## config.mk

```make
export PLATFORM = sky130hd
export DESIGN_NAME = seq_sync_ctrl
export DESIGN_NICKNAME = d
export VERILOG_FILES = /design/src/rtl/seq_sync_ctrl.sv
export SDC_FILE = /design/constraint.sdc
export NUM_CORES = 1
export LEC_CHECK = 0
export ABC_CLOCK_PERIOD_IN_PS = 4800
export BUFFER_PORTS_ARGS = -buffer_cell sky130_fd_sc_hd__buf_2
export CELL_PAD_IN_SITES_DETAIL_PLACEMENT = 1
export CELL_PAD_IN_SITES_GLOBAL_PLACEMENT = 1
export CORE_MARGIN = 1
export CORE_UTILIZATION = 24
export CTS_CLUSTER_DIAMETER = 30
export DETAILED_ROUTE_END_ITERATION = 8
export MAX_ROUTING_LAYER = met4
export PLACE_DENSITY_LB_ADDON = 0.08
export SKIP_CTS_REPAIR_TIMING = 1
export SLEW_MARGIN = 20
export SYNTH_ARGS = -nofsm -noshare
export SYNTH_HDL_FRONTEND = slang
export SYNTH_SLANG_ARGS = --single-unit
```

## constraint.sdc

```tcl
create_clock -name clk -period 4.8 [get_ports clk]
set_input_delay 0.24 -clock clk [delete_from_list [all_inputs] [get_ports clk]]
set_output_delay 0.24 -clock clk [all_outputs]
set_load 0.01 [all_outputs]
```

## src/rtl/seq_sync_ctrl.sv

```systemverilog
// Frame-synchronisation controller: turns per-bit pattern hits into a
// HUNT/VERIFY/LOCKED alignment decision with flywheel and loss detection.
module seq_sync_ctrl #(
    parameter int FRAME_LEN = 16,
    parameter int VERIFY_N  = 2,
    parameter int LOSS_N    = 3
) (
    input  logic       clk,
    input  logic       rst,
    input  logic       bit_valid,
    input  logic       hit,
    output logic       lock,
    output logic       frame_start,
    output logic       sync_loss,
    output logic [1:0] state,
    output logic [7:0] miss_total
);

    localparam int PW = $clog2(FRAME_LEN);
    localparam int GW = $clog2(VERIFY_N + 1);
    localparam int MW = $clog2(LOSS_N + 1);
    localparam logic [PW-1:0] LAST_POS = PW'(FRAME_LEN - 1);

    typedef enum logic [1:0] {
        HUNT   = 2'd0,
        VERIFY = 2'd1,
        LOCKED = 2'd2
    } syncState;

    syncState       curState, nextState;
    logic [PW-1:0]  pos, posNext;
    logic [GW-1:0]  good, goodNext, goodInc;
    logic [MW-1:0]  miss, missNext, missInc;
    logic [7:0]     totalNext;
    logic           frameNext, lossNext, isSlot;

    assign goodInc = good + GW'(1);
    assign missInc = miss + MW'(1);
    assign isSlot  = bit_valid && (pos == LAST_POS);

    always_ff @(posedge clk) begin
        if (rst) begin
            curState    <= HUNT;
            pos         <= '0;
            good        <= '0;
            miss        <= '0;
            miss_total  <= '0;
            lock        <= 1'b0;
            frame_start <= 1'b0;
            sync_loss   <= 1'b0;
        end else begin
            curState    <= nextState;
            pos         <= posNext;
            good        <= goodNext;
            miss        <= missNext;
            miss_total  <= totalNext;
            lock        <= (nextState == LOCKED);
            frame_start <= frameNext;
            sync_loss   <= lossNext;
        end
    end

    // Slot decisions: the confirming VERIFY slot already counts as a frame
    // boundary, and the slot that drops lock produces sync_loss instead.
    always_comb begin
        nextState = curState;
        posNext   = pos;
        goodNext  = good;
        missNext  = miss;
        totalNext = miss_total;
        frameNext = 1'b0;
        lossNext  = 1'b0;
        if (bit_valid) begin
            posNext = (pos == LAST_POS) ? '0 : pos + PW'(1);
            case (curState)
                HUNT: begin
                    if (hit) begin
                        nextState = VERIFY;
                        posNext   = '0;
                        goodNext  = '0;
                    end
                end
                VERIFY: begin
                    if (isSlot) begin
                        if (hit) begin
                            goodNext = goodInc;
                            if (goodInc == GW'(VERIFY_N)) begin
                                nextState = LOCKED;
                                missNext  = '0;
                                frameNext = 1'b1;
                            end
                        end else begin
                            nextState = HUNT;
                        end
                    end
                end
                LOCKED: begin
                    if (isSlot) begin
                        frameNext = 1'b1;
                        if (hit) begin
                            missNext = '0;
                        end else begin
                            missNext = missInc;
                            if (miss_total != 8'hFF)
                                totalNext = miss_total + 8'd1;
                            if (missInc == MW'(LOSS_N)) begin
                                nextState = HUNT;
                                lossNext  = 1'b1;
                                frameNext = 1'b0;
                            end
                        end
                    end
                end
                default: nextState = HUNT;
            endcase
        end
    end

    assign state = curState;

endmodule
```

==> impl_metrics.json <==
{
  "dp_hpwl_um": 2080,
  "syn_area_per_cell_sq_um": 8.61,
  "synth_ff_type": "dfxtp_1",
  "fillCellCount": 543,
  "run_status": "completed",
  "start_util_pct": 25.6,
  "finalMaxSlewViolations": 0,
  "leakage_uw": 0.000503,
  "yosysWarningCount": 0,
  "ant_nets": 0,
  "p_sw_uw": 79.2,
  "comb_power_share_pct": 7.5,
  "cts-buffers-inserted": 3,
  "cts.sinks": 21,
  "fmax_ghz": 0.475,
  "critPathLaunchType": "register",
  "avgRoutedWirePerCell_um": 14.2,
  "critPathSlowestCell": "a211o_1",
  "min_from": "bit_valid",
  "syn_inst": 132,
  "setup_viol": 0,
  "routed_wl_um": 2810,
  "hold_path_class": "input pin to register",
  "grt_pass1_vias": 1124,
  "crit_start": "pos[0]",
  "syn2layout_area_growth_pct": 14.0,
  "n_antenna_cell": 0,
  "h-tree-depth": 1,
  "drtPass1Iterations": 6,
  "layout-drive-gt1-share_pct": 15.1,
  "synth.net_count": 144,
  "path_max_fanout": 14,
  "via_count": 1039,
  "placed_cells": 194,
  "hold_violations": 0,
  "cp_num_buf_inv": 0,
  "drc": 0,
  "cts_root_buffer": "clkbuf_8",
  "drv_cap": 0,
  "p_clk_share_pct": 37.6,
  "die-width_um": 70.8,
  "cts_tree": "yes",
  "fin_crit_ns": 2.11,
  "cp-end-kind": "register",
  "cp_cell_sequence": "ha_1 -> nand4_2 -> a211o_1 -> or4_1 -> a21oi_1",
  "ys_types": 38,
  "syn-cell-area_sq_um": 1140,
  "rsz0062_at_grt": "no",
  "path_depth": 5,
  "clkSlewWorstSetupHoldPaths_ns": 0.08,
  "final-seq-area_sq_um": 420,
  "final_nets": 159,
  "io_pins": 17,
  "die_h_um": 70.8,
  "layout_common_cells": "dfxtp_1, buf_2, nand2_1, a21oi_1",
  "yosysSeqAreaShare_pct": 37.0,
  "powerDensity_nw_per_um2": 249,
  "core_sq_um": 4440,
  "antenna_found_initial": 0,
  "cp_top_family": "simple AND/OR/NAND/NOR gates",
  "r2r_cells": 5,
  "multiInputGateArea_sq_um": 658,
  "rrSetupSlack_ns": 2.69,
  "ys_ff_latch": 21,
  "clock_skew_ns": 0.00212,
  "setup_tns_ns": 0,
  "worst_slew_pin_slew_ns": 0.426,
  "max-slew-margin-rel_pct": 71.6,
  "detail_route.iter0.violations": 31,
  "routed_via_density": 5.25,
  "worstSetupPathType": "register to register",
  "fin_util_pct": 29.1,
  "stdcell_count": 198,
  "min_path_cells": 3,
  "dieArea_sq_um": 5010,
  "async_reset_ff_share_pct": 0,
  "clkLatencyLatePin_ns": 0.26,
  "p_int_uw": 244,
  "mostFrequentLayoutCell": "dfxtp_1",
  "synth-edff-count": 0,
  "grt_max_degree": 21,
  "critical_path.max_stage_delay_ns": 0.53,
  "required_ns": 5.00,
  "track_usage_pct": 13.2,
  "rows": 24,
  "fin_crit_sh_pct": 43.9,
  "place.gp.congestion": 0.767,
  "seq_power_share_pct": 55.0,
  "io_buffers": 16,
  "arrival_ns": 2.30,
  "switching_share_pct": 24.5,
  "r2r_start": "pos[0]",
  "grt.overflow.total": 0,
  "clk_path_buf_depth": 2,
  "grt_pass1_wl_um": 5150,
  "ir_worst_vdd_uv": 76.0
}
registers in the layout (all words and copies together), names as in the netlist:
name	cells
pos	4
frame_start	1
miss_total	8
state	2
good	2
lock	1
sync_loss	1
miss	2
power by group through the flow:
stage               sequential, uW  combinational, uW  clock [uW]
floorplan                      181               16.8           0
detailed placement             182               24.4           0
CTS                            178               24.6         126
finish                         177               24.1         121
global placement               181               24.2           0
global route                   178               27.3         132
final timing paths:
check / to
worst max-delay path: miss_total[4]
worst min-delay path: sync_loss
worst max register to register: miss_total[4]
worst min register to register: good[1]
worst min-delay path, delay by kind of cell:
| family | cells | cell delay [ns] |
|---|---|---|
| and+or+nand+nor | 2 | 0.13 |
| buffers and inverters | 1 | 0.18 |
cell usage after synthesis, drive strengths merged (3+ instances only):
| cell type | number | area [sq um] |
|---|---|---|
| nand2b | 4 | 25.0 |
| clkbuf | 4 | 15.0 |
| o21ai | 6 | 30.0 |
| dfxtp | 21 | 420 |
| o31ai | 4 | 30.0 |
| nand3 | 3 | 15.0 |
| inv | 7 | 26.3 |
| mux2i | 3 | 30.0 |
| nor3 | 4 | 20.0 |
| ha | 8 | 100 |
| or4 | 4 | 30.0 |
| a21oi | 12 | 60.1 |
| nor4 | 3 | 18.8 |
| nand4 | 3 | 25.0 |
| nand2 | 12 | 45.0 |
| nor2b | 3 | 18.8 |
| nor2 | 8 | 30.0 |
metal layers:
| layer | share of wire (%) | track usage (%) | up-vias |
|---|---|---|---|
| li1 | - | - | 511 |
| met1 | 49 | 15.5 | 504 |
| met2 | 47 | 22.9 | 20 |
| met3 | 2.7 | 2.14 | 4 |
| met4 | 1.4 | 4.67 | 0 |
| met5 | 0 | - | - |
through the flow:
step	hold slack, ns	total power, uW	setup WS (ns)	area, sq um
5_1_grt	0.359	337	2.48	1290
3_5_place_dp	0.458	206	2.67	1250
3_3_place_gp	0.446	206	2.78	1250
6_report	0.332	323	2.69	1290
2_1_floorplan	0.413	198	3.10	1140
4_1_cts	0.333	328	2.66	1290
cells by family (layout without fill, tap and decap cells):
kind of cell    after synthesis  in the layout  synth area share, %
buf+inv                      13             27                 5.07
flops                        21             21                 37.0
compound gates               32             32                 18.6
xor+xnor                      2              2                 1.54
fa+ha+maj                     8              8                 8.81
mux                           4              4                 3.63
simple gates                 52             52                 25.3
cell type report:
cell class	count	share of cell area (%)
Clock buffer	4	3.48
Inverter	7	2.03
Multi-Input combinational cell	98	50.8
Sequential cell	21	32.5
Tap cell	52	5.02
Timing Repair Buffer	16	6.18
(Power assumes the default switching activity.)
